`src/rtl/fetch_unit.sv`:
```
// Instruction-fetch stage: drives the instruction-memory address, pairs returning
// words with their PC and hands them to decode over a valid/ready handshake.
module fetch_unit #(
    parameter logic [31:0] RESET_PC = 32'h0000_0000
) (
    input  logic        clk,
    input  logic        reset,
    output logic [31:0] imem_addr,
    input  logic [31:0] imem_instr,
    output logic        if_valid,
    input  logic        if_ready,
    output logic [31:0] if_pc,
    output logic [31:0] if_instr,
    input  logic        redirect_valid,
    input  logic [31:0] redirect_pc,
    input  logic        halt_req,
    output logic        fault,
    output logic [31:0] fetch_count
);

    typedef enum logic [1:0] {BOOT, RUN, HALT} state_t;

    state_t      state, state_next;
    logic [31:0] pc_q, pc_next;
    logic        vld_q, vld_next;
    logic        fault_q, fault_next;
    logic [31:0] cnt_q;
    logic        transfer;
    logic        redirect_ok;

    assign redirect_ok = redirect_valid && (redirect_pc[1:0] == 2'b00);

    assign if_pc       = pc_q;
    assign if_instr    = imem_instr;
    assign if_valid    = vld_q && (state == RUN) && !redirect_valid && !halt_req && !reset;
    assign transfer    = if_valid && if_ready;
    assign fault       = fault_q;
    assign fetch_count = cnt_q;

    // imem_addr is the address whose word becomes visible next cycle; it always
    // equals pc_next so the returning data lines up with pc_q.
    always_comb begin
        state_next = state;
        pc_next    = pc_q;
        vld_next   = vld_q;
        fault_next = fault_q;
        imem_addr  = pc_q;
        unique case (state)
            BOOT: begin
                imem_addr  = RESET_PC;
                pc_next    = RESET_PC;
                vld_next   = 1'b1;
                state_next = RUN;
            end
            RUN: begin
                if (redirect_ok) begin
                    imem_addr = redirect_pc;
                    pc_next   = redirect_pc;
                    vld_next  = 1'b1;
                end else if (redirect_valid) begin
                    state_next = HALT;
                    vld_next   = 1'b0;
                    fault_next = 1'b1;
                end else if (halt_req) begin
                    state_next = HALT;
                    vld_next   = 1'b0;
                end else if (transfer) begin
                    imem_addr = pc_q + 32'd4;
                    pc_next   = pc_q + 32'd4;
                end
            end
            HALT: begin
                if (redirect_ok) begin
                    imem_addr  = redirect_pc;
                    pc_next    = redirect_pc;
                    vld_next   = 1'b1;
                    fault_next = 1'b0;
                    state_next = RUN;
                end else if (redirect_valid) begin
                    fault_next = 1'b1;
                end
            end
            default: begin
                state_next = BOOT;
            end
        endcase
        if (reset) begin
            imem_addr = RESET_PC;
        end
    end

    always_ff @(posedge clk) begin
        if (reset) begin
            state   <= BOOT;
            pc_q    <= RESET_PC;
            vld_q   <= 1'b0;
            fault_q <= 1'b0;
            cnt_q   <= '0;
        end else begin
            state   <= state_next;
            pc_q    <= pc_next;
            vld_q   <= vld_next;
            fault_q <= fault_next;
            if (transfer) begin
                cnt_q <= cnt_q + 32'd1;
            end
        end
    end

endmodule

```
`config.mk`:
```
export PLATFORM = sky130hd
export DESIGN_NAME = fetch_unit
export DESIGN_NICKNAME = d
export VERILOG_FILES = /design/src/rtl/fetch_unit.sv
export SDC_FILE = /design/constraint.sdc
export NUM_CORES = 1
export LEC_CHECK = 0
export ABC_AREA = 1
export ABC_CLOCK_PERIOD_IN_PS = 5100
export BUFFER_PORTS_ARGS = -buffer_cell sky130_fd_sc_hd__buf_2
export CAP_MARGIN = 20
export CORE_MARGIN = 10
export CORE_UTILIZATION = 40
export CTS_CLUSTER_SIZE = 10
export DETAILED_ROUTE_END_ITERATION = 10
export PLACE_DENSITY = 0.8
export REMOVE_ABC_BUFFERS = 1
export SYNTH_ARGS = -nofsm -noshare
export SYNTH_HDL_FRONTEND = slang
export SYNTH_SLANG_ARGS = --single-unit
```
`constraint.sdc`:
```
create_clock -name clk -period 5.1 [get_ports clk]
set_clock_uncertainty 0.1 [all_clocks]
set_input_delay 1.02 -clock clk [delete_from_list [all_inputs] [get_ports clk]]
set_output_delay 1.02 -clock clk [all_outputs]
set_load 0.03 [all_outputs]
```
==> flow_summary.ini <==
[power]
leakage_nw = 2.562
p_seq_frac = 0.406
intPower_uw = 974.2
clkPwrFrac = 0.421
power_switching_share = 0.3104
combinationalPowerShare = 0.172
p_per_area_mw_per_mm2 = 235.3
power.switching_uw = 438.5
ir_drop_mv = 0.1757

[place]
preCtsSetupSlack_ns = 0.9258
dp_hpwl_um = 13820
gp_congestion = 0.9201
port_buffers = 134

[status]
outcome = complete, no violations

[worst_setup_path]
worstSetupStartpointType = input port
regToRegSetupSlack_ns = 2.37
worstPathMaxFanout = 17
cp.required_ns = 3.98
worstPathArrival_ns = 3.05
end_kind = primary output
worstSetupPathType = input port to primary output

[sta]
fmax_mhz = 239.5
holdWs_ns = 0.3363
fin_crit_sh = 0.8186
period_needed_ns = 4.175
slew_viol_final = 0
setup_viol = 0
slew_headroom = 0.3775
rsz0062_at_grt = no
hold_viol_final = 0
final.setup.worst_slack_ns = 0.9250
tightest_slew_ns = 0.9327

[floorplanning]
fp-row-count = 41
ios = 199
die_area_mm2 = 0.01781
start_util = 0.4079
core_area_mm2 = 0.01262
die_h_um = 133.4
die_w_um = 133.4

[routing]
first_pass_iters = 5
viasPerCell = 5.278
wl_per_cell_um = 16.28
drt-total-wl_um = 18370
drtIter0Drc = 552
drcViolationCount = 0
ant_nets = 0
vias = 5954

[global_routing]
grt-ovfl-total = 0
grt_pass1_vias = 5728
antenna_found_initial = 0
grt_pass1_wl_um = 29370
track_usage = 0.2024
grt_max_degree = 48

[flow_run]
maxCapViolCount = 0

[yosys]
seq_area_frac_synth = 0.2645
synth-edff-count = 0
ys_types = 35
avgSynthCellArea_um2 = 5.965
yosysWarnings = 0
ys_ff_latch = 68
netlist_area_mm2 = 0.005147
synthCells = 863
synth_ff_type = dfxtp_1
async_flop_share = 0

[min_path]
hp-class = flop to flop

[cts]
cts_tree = yes
numCtsBuffers = 9
post_cts.repair.setup_buffers = 0
cts_sinks = 68
clk_pin_slew_ns = 0.06
clk_latency_ns = 0.35
post_cts_resized = 0
cts_hold_buf = 0
cts_max_level = 3
root_buffer = clkbuf_16
clock_path_buffers = 2

[finish]
num-nets-final = 1023
syn_to_final_growth_pct = 16.63
layout_common_cells = 170 x nand2_1, 134 x nor2_1, 134 x buf_2
diodes = 0
layout_commonest_cell = nand2_1
drive_above_1_share = 0.2050
==> metal layers <==
layer  part of all wire  global-route usage  vias up
met2               0.43              0.3012      298
met3               0.11             0.08722       29
met1               0.44              0.2569     2685
met4              0.014             0.06106        0
li1                   -                   -     2942
met5                  0             0.01458        -
==> critical path, cell delays in order <==
cell and delay [ns]:
buf_2 0.11, inv_1 0.17, nand2_1 0.15, nor2_4 0.11
nand3_2 0.36, buf_4 0.37, nor3_2 0.18, nand2_1 0.08
nand2_1 0.06, nand3_1 0.06, a21oi_1 0.17, buf_2 0.23
==> flip-flops by register name (all words and copies together), names as in the netlist, named ones only <==
register	flops
if_pc	32
state	2
fetch_count	32
vld_q	1
==> area by class of cell <==
class	count	area [um^2]
fill	1350	6616
inverter	102	382.9
clock buffer	11	252.7
clock inverter	4	25.02
multi-input combinational	627	3020
tap	172	215.2
sequential	68	1361
timing repair buffer	144	745.7
==> logic make-up after synthesis <==
| group | synth area share |
|---|---|
| buf+inv | 0.1500 |
| compound gates | 0.1680 |
| fa+ha+maj | 0.004861 |
| xor+xnor | 0.02382 |
| flops | 0.2645 |
| simple gates | 0.3889 |
==> synth_stat cells, types with 10 or more instances <==
cell type / instances / area, um^2
nand2_1: 170 / 638.1
nor2_1: 134 / 503.0
inv_1: 100 / 375.4
o21ai_0: 84 / 420.4
dfxtp_1: 68 / 1361
a21oi_1: 60 / 300.3
nand3_1: 51 / 255.2
buf_4: 34 / 255.2
clkbuf_1: 25 / 93.84
nand4_1: 22 / 137.6
nor3_1: 22 / 110.1
or2_2: 19 / 118.9
xor2_1: 10 / 87.58
==> path summary, 6_finish.rpt <==
kind / from / endpoint / cells after the start
hold reg to reg: if_pc[1]$_DFF_P_ / if_pc[1]$_DFF_P_ / 2
setup / recovery: redirect_valid / imem_addr[31] / 12
hold / removal: if_pc[1]$_DFF_P_ / if_pc[1]$_DFF_P_ / 2
setup reg to reg: state[0]$_SDFFE_PP0P_ / fetch_count[15]$_SDFFE_PP0N_ / 11
==> power by group through the flow <==
stage | registers, mW | logic, mW | clock network (mW)
detailed placement | 0.584 | 0.241 | 0
CTS | 0.572 | 0.242 | 0.610
global route | 0.576 | 0.268 | 0.626
floorplan | 0.602 | 0.134 | 0
finish | 0.574 | 0.243 | 0.595
global placement | 0.584 | 0.238 | 0
==> through the flow <==
| step | area (um^2) | power [mW] | std cells | TNS [ns] | util |
|---|---|---|---|---|---|
| 6_report | 6003 | 1.413 | 1128 | 0 | 0.4757 |
| 5_1_grt | 6003 | 1.469 | 1128 | 0 | 0.4757 |
| 4_1_cts | 6003 | 1.424 | 1128 | 0 | 0.4757 |
| 3_5_place_dp | 5725 | 0.8246 | 1113 | 0 | 0.4537 |
| 3_3_place_gp | 5725 | 0.8218 | 1113 | 0 | 0.4537 |
| 2_1_floorplan | 4758 | 0.7365 | 797 | -3.230 | - |
No activity file was read; power rests on OpenSTA's default activity.
